--- src/rtl/uart_aes_pkg.sv ---
`default_nettype none
// ============================================================================
//  Module      : uart_aes_pkg
//  Description : Shared constants and types for the UART -> AES block path.
//  Revision    : 1.0 - initial release
// ============================================================================
package uart_aes_pkg;

    localparam int AES_BLK_BYTES = 16;
    localparam int AES_BLK_W     = 128;

    typedef struct packed {
        logic [AES_BLK_W-1:0] data;
        logic [4:0]           len;
    } aes_blk_t;

    typedef enum logic [0:0] {
        IDLE = 1'b0,
        FILL = 1'b1
    } pack_st_t;

endpackage
`default_nettype wire

--- src/rtl/blk_fifo.sv ---
`default_nettype none
// ============================================================================
//  Module      : blk_fifo
//  Description : Synchronous FIFO of AES blocks with a combinational head read.
//  Revision    : 1.0 - initial release
// ============================================================================
module blk_fifo
    import uart_aes_pkg::*;
#(
    parameter int DEPTH = 4
) (
    input  logic                   clk,
    input  logic                   reset,
    input  logic                   push,
    input  logic                   pop,
    input  aes_blk_t               din,
    output aes_blk_t               dout,
    output logic [$clog2(DEPTH):0] count,
    output logic                   full,
    output logic                   empty
);

    localparam int c_PTR_W = $clog2(DEPTH);

    aes_blk_t             r_mem [DEPTH];
    logic [c_PTR_W-1:0]   r_wr_ptr;
    logic [c_PTR_W-1:0]   r_rd_ptr;
    logic [c_PTR_W:0]     r_count;
    logic                 w_wr_en;
    logic                 w_rd_en;

    assign full    = (r_count == (c_PTR_W+1)'(DEPTH));
    assign empty   = (r_count == '0);
    assign count   = r_count;
    assign dout    = r_mem[r_rd_ptr];

    // A push into a full FIFO is only legal when the head leaves on the same edge.
    assign w_wr_en = push && (!full || pop);
    assign w_rd_en = pop && !empty;

    always_ff @(posedge clk or posedge reset) begin
        if (reset) begin
            for (int i = 0; i < DEPTH; i++) begin
                r_mem[i] <= '0;
            end
            r_wr_ptr <= '0;
            r_rd_ptr <= '0;
            r_count  <= '0;
        end else begin
            if (w_wr_en) begin
                r_mem[r_wr_ptr] <= din;
                r_wr_ptr        <= r_wr_ptr + 1'b1;
            end
            if (w_rd_en) begin
                r_rd_ptr <= r_rd_ptr + 1'b1;
            end
            r_count <= r_count + {{c_PTR_W{1'b0}}, w_wr_en} - {{c_PTR_W{1'b0}}, w_rd_en};
        end
    end

endmodule
`default_nettype wire

--- src/rtl/uart_rx_block_packer.sv ---
`default_nettype none
// ============================================================================
//  Module      : uart_rx_block_packer
//  Description : Packs UART bytes into 128-bit blocks and queues them for AES.
//                Define UART_RX_PAD_TIMEOUT_EN to flush zero-padded partial
//                blocks after an inter-byte idle timeout.
//  Revision    : 1.0 - initial release
// ============================================================================
module uart_rx_block_packer
    import uart_aes_pkg::*;
#(
    parameter int BLK_FIFO_DEPTH = 4,
    parameter int TIMEOUT_CYCLES = 100000
) (
    input  logic                            clk,
    input  logic                            reset,
    input  logic [7:0]                      rx_data,
    input  logic                            rx_valid,
    output logic [AES_BLK_W-1:0]            blk_data,
    output logic [4:0]                      blk_len,
    output logic                            blk_valid,
    input  logic                            blk_ready,
    output logic [$clog2(BLK_FIFO_DEPTH):0] fill_level,
    output logic                            overflow,
    output logic [7:0]                      drop_count
);

    // At most 15 bytes are ever held; the 16th is merged straight into the push.
    logic [AES_BLK_W-9:0] r_asm_q;
    logic [3:0]           r_byte_cnt;
    pack_st_t             r_st;
    pack_st_t             w_st_nxt;
    logic                 r_overflow;
    logic [7:0]           r_drop_count;

    logic                 w_complete;
    logic                 w_flush;
    logic                 w_push;
    logic                 w_pop;
    logic                 w_full;
    logic                 w_empty;
    logic                 w_drop;
    logic [7:0]           w_pad_shift;
    aes_blk_t             w_push_blk;
    aes_blk_t             w_head;

    assign w_complete  = rx_valid && (r_byte_cnt == 4'd15);
    assign w_push      = w_complete || w_flush;
    assign w_pop       = !w_empty && blk_ready;
    assign w_drop      = w_push && w_full && !w_pop;
    assign w_pad_shift = {5'(AES_BLK_BYTES) - {1'b0, r_byte_cnt}, 3'b000};

    always_comb begin
        w_push_blk = '0;
        if (w_complete) begin
            w_push_blk.data = {r_asm_q, rx_data};
            w_push_blk.len  = 5'(AES_BLK_BYTES);
        end else begin
            w_push_blk.data = {8'h00, r_asm_q} << w_pad_shift;
            w_push_blk.len  = {1'b0, r_byte_cnt};
        end
    end

`ifdef UART_RX_PAD_TIMEOUT_EN
    localparam int c_TMR_W = $clog2(TIMEOUT_CYCLES);

    logic [c_TMR_W-1:0] r_timer;

    // An arriving byte beats an expiring timer.
    assign w_flush = (r_st == FILL) && !rx_valid
                  && (r_timer == c_TMR_W'(TIMEOUT_CYCLES - 1));

    always_ff @(posedge clk or posedge reset) begin
        if (reset) begin
            r_timer <= '0;
        end else if (rx_valid || (r_st != FILL) || w_flush) begin
            r_timer <= '0;
        end else begin
            r_timer <= r_timer + 1'b1;
        end
    end
`else
    // No timer in this build; partial bytes wait for the 16th byte.
    assign w_flush = (TIMEOUT_CYCLES < 0);
`endif

    always_ff @(posedge clk or posedge reset) begin
        if (reset) begin
            r_asm_q    <= '0;
            r_byte_cnt <= '0;
        end else if (w_push) begin
            r_asm_q    <= '0;
            r_byte_cnt <= '0;
        end else if (rx_valid) begin
            r_asm_q    <= {r_asm_q[AES_BLK_W-17:0], rx_data};
            r_byte_cnt <= r_byte_cnt + 1'b1;
        end
    end

    always_ff @(posedge clk or posedge reset) begin
        if (reset) begin
            r_st <= IDLE;
        end else begin
            r_st <= w_st_nxt;
        end
    end

    always_comb begin
        w_st_nxt = r_st;
        case (r_st)
            IDLE:    if (rx_valid && (r_byte_cnt == 4'd0)) w_st_nxt = FILL;
            FILL:    if (w_complete || w_flush)            w_st_nxt = IDLE;
            default: w_st_nxt = IDLE;
        endcase
    end

    always_ff @(posedge clk or posedge reset) begin
        if (reset) begin
            r_overflow   <= 1'b0;
            r_drop_count <= '0;
        end else begin
            r_overflow <= w_drop;
            if (w_drop && (r_drop_count != 8'hFF)) begin
                r_drop_count <= r_drop_count + 1'b1;
            end
        end
    end

    blk_fifo #(
        .DEPTH (BLK_FIFO_DEPTH)
    ) u_blk_fifo (
        .clk   (clk),
        .reset (reset),
        .push  (w_push),
        .pop   (w_pop),
        .din   (w_push_blk),
        .dout  (w_head),
        .count (fill_level),
        .full  (w_full),
        .empty (w_empty)
    );

    assign blk_data   = w_head.data;
    assign blk_len    = w_head.len;
    assign blk_valid  = !w_empty;
    assign overflow   = r_overflow;
    assign drop_count = r_drop_count;

endmodule
`default_nettype wire
--- config.mk ---
export PLATFORM = sky130hd
export DESIGN_NAME = uart_rx_block_packer
export DESIGN_NICKNAME = d
export VERILOG_FILES = /design/src/rtl/uart_aes_pkg.sv /design/src/rtl/blk_fifo.sv /design/src/rtl/uart_rx_block_packer.sv
export SDC_FILE = /design/constraint.sdc
export NUM_CORES = 2
export LEC_CHECK = 0
export BUFFER_PORTS_ARGS = -buffer_cell sky130_fd_sc_hd__buf_4
export CORE_MARGIN = 2
export CORE_UTILIZATION = 46
export CTS_BUF_LIST = sky130_fd_sc_hd__clkbuf_4
export CTS_CLUSTER_SIZE = 28
export DETAILED_ROUTE_END_ITERATION = 10
export HOLD_SLACK_MARGIN = 0.08
export PLACE_DENSITY = 0.67
export SLEW_MARGIN = 20
export SYNTH_ARGS = -nofsm -noshare
export SYNTH_HDL_FRONTEND = slang
export SYNTH_HIERARCHICAL = 1
export SYNTH_SLANG_ARGS = --single-unit
export TNS_END_PERCENT = 10
--- constraint.sdc ---
create_clock -name clk -period 18.4 [get_ports clk]
set_clock_uncertainty 0.2 [all_clocks]
set_input_delay 1.84 -clock clk [delete_from_list [all_inputs] [get_ports clk]]
set_output_delay 1.84 -clock clk [all_outputs]
set_load 0.005 [all_outputs]
==> results.cfg <==
[logic_synthesis]
ys.flop_type = dfrtp_1
ys_warn_count = 6
syn-cell-area_um2 = 34560
syn-num-nets = 2591
ys_seq_elements = 672
synth-edff-count = 0
yosysUniqueCellTypes = 72
synthCells = 2569
yosysSeqAreaShare_pct = 48.66
syn_area_per_cell_um2 = 13.45
async_reset_ff_share_pct = 100.0

[global_routing]
overflow = 0
grt_max_degree = 185
antenna_found_initial = 3
first_global_vias = 23960
grt_pass1_wl_um = 146100
track_usage_pct = 24.62

[clock_tree]
insertion_delay_ps = 1050
hold_buffers = 0
clock_sinks = 672
clk_pin_slew_ps = 60
cts_buffers = 179
post-cts-setup-buffer-count = 0
cts-resized-gates = 0
tritoncts = yes
cts.path.max_buffers = 3
cts_htree_levels = 4
clock-root-buffer = clkbuf_4

[power]
pwr-share-comb_pct = 38.7
pwr-share-seq_pct = 35.9
p_int_mw = 3.051
fin_total_pwr_mw = 5.066
leakage_nw = 17.98
p_sw_share_pct = 39.78
power_density_nw_per_um2 = 132.5
power.share.clock_pct = 25.4
p_sw_mw = 2.015
peakVddDrop_uv = 102.5

[sta]
fmax_ghz = 0.1649
slew_headroom_pct = 24.02
hold_viol = 0
final.min_clock_period_ps = 6064
tightest_slew_ps = 1133
maxSlewViolCount = 0
fin_ws_ps = 12340
finalSetupTns_ps = 0
period_share_pct = 32.96
setup_viol = 0
grt_setup_unrepaired = false

[setup_path]
cp_max_fo = 39
r2r-start = r_byte_cnt[0]
worstSetupPathType = reg2out
r2r_cells = 8
cp.required_ps = 16360
r2r_end = u_blk_fifo/r_mem[261]
cp-end-kind = primary output
cp.arrival_ps = 4020
worstSetupStartpointType = flop
r2r_slack_ps = 13070

[floorplanning]
die_w_um = 278.1
dieArea_um2 = 77340
die_h_um = 278.1
core_um2 = 74450
io_pins = 158
num_rows = 100
floorplan.initialDensity_pct = 46.42

[route]
drt_wl_total_um = 94130
antenna_left = 0
drcViolationCount = 0
avgViaCountPerCell = 6.073
first_iter_violations = 2167
num_vias = 23280
drtPass1Iterations = 6
wire_per_inst_um = 24.56

[final_layout]
seqCellArea_um2 = 16830
syn2layout_area_growth_pct = 10.61
final_common_cell = dfrtp_1
nNetsFinal = 2744
multi_input_area_um2 = 15940
fin_util_pct = 51.35
layout_common_cells = 669 x dfrtp_1, 563 x mux2_2, 253 x clkbuf_4
n_fill_cell = 6285
layout-drive-gt1-share_pct = 43.42

[outcome]
status = completed

[hold_path]
min_path_cells = 1
holdCritPathClass = reg2reg
hp-start = drop_count[4]
hold_end = drop_count[4]

[placement]
hpwlAfterDp_um = 61280
gp_congestion = 0.8946
pre_cts_slack_ps = 12530
io_buffers = 157

[flow_run]
drv_cap = 0
[cell usage after synthesis, types with 25 or more instances]
library cell | instances | area share, %
o21ai_0 | 127 | 1.8
a22o_1 | 25 | 0.63
buf_6 | 45 | 1.5
inv_1 | 131 | 1.4
mux4_2 | 181 | 12
buf_2 | 83 | 1.2
clkbuf_1 | 55 | 0.60
dfrtp_1 | 672 | 49
mux2_2 | 563 | 18
nor2_1 | 27 | 0.29
mux2i_1 | 121 | 3.5
o22ai_1 | 40 | 0.72
o221ai_1 | 26 | 0.66
nand3_1 | 130 | 1.9
nand2_1 | 66 | 0.72
[worst max-delay path, stage by stage (launching register included)]
cell     delay, ps
dfrtp_4        710
buf_4          610
buf_4          750
mux4_2         650
buf_4          170
[cell type report]
type                            count  share of cell area (%)
Tap cell                          969                   3.172
Antenna cell                        6                 0.03928
Clock inverter                     64                  0.8608
Clock buffer                      253                   4.968
Timing Repair Buffer              193                   3.895
Sequential cell                   672                   44.02
Multi-Input combinational cell   1543                   41.69
Inverter                          133                   1.352
[per-stage QoR]
step | cell area (µm²) | hold slack [ps] | std cells
finish | 38230 | 297.9 | 3833
global route | 38230 | 313.7 | 3833
CTS | 38180 | 297.9 | 3826
detailed placement | 35950 | 288.0 | 3509
global placement | 35950 | 273.7 | 3509
floorplan | 34560 | 275.1 | 2569
[power by group through the flow]
stage / sequential (mW) / combinational, mW / clock, mW
2_1_floorplan: 1.73 / 1.46 / 0
3_3_place_gp: 1.83 / 1.90 / 0
3_5_place_dp: 1.84 / 1.94 / 0
4_1_cts: 1.81 / 1.95 / 1.33
5_1_grt: 1.84 / 2.08 / 1.42
6_report: 1.82 / 1.96 / 1.29
[layer usage]
metal	track usage, %	vias to the layer above	wire, µm
li1	-	10030	-
met1	32.74	12140	38340
met2	38.39	917	45030
met3	6.195	199	7115
met4	10.78	0	3648
met5	0	-	0
[cells by family after synthesis]
| family | share of synthesized area, % |
|---|---|
| compound gates | 7.306 |
| xor+xnor | 0.4236 |
| fa+ha+maj | 0.3838 |
| buf+inv | 5.409 |
| flops | 48.66 |
| mux | 33.78 |
| simple gates | 4.037 |
[how the worst max path moves through the flow]
stage	start	to	slack [ps]	cells past startpoint
6_report	u_blk_fifo/r_rd_ptr[1]	blk_data[28]	12340	4
5_1_grt	u_blk_fifo/r_rd_ptr[1]	blk_data[28]	11980	4
4_1_cts	u_blk_fifo/r_rd_ptr[1]	blk_data[28]	12070	4
3_5_place_dp	rx_valid	u_blk_fifo/r_mem[447]	12530	7
3_3_place_gp	rx_valid	u_blk_fifo/r_mem[445]	12610	7
2_1_floorplan	reset	u_blk_fifo/count[0]	1290	1
[state kept, by name, summed over array words and instances, names as in the netlist]
signal               cells
u_blk_fifo/r_mem       532
r_asm_q                120
drop_count               8
r_byte_cnt               4
u_blk_fifo/count         3
u_blk_fifo/r_rd_ptr      2
u_blk_fifo/r_wr_ptr      2
overflow                 1
(Power assumes the default switching activity.)
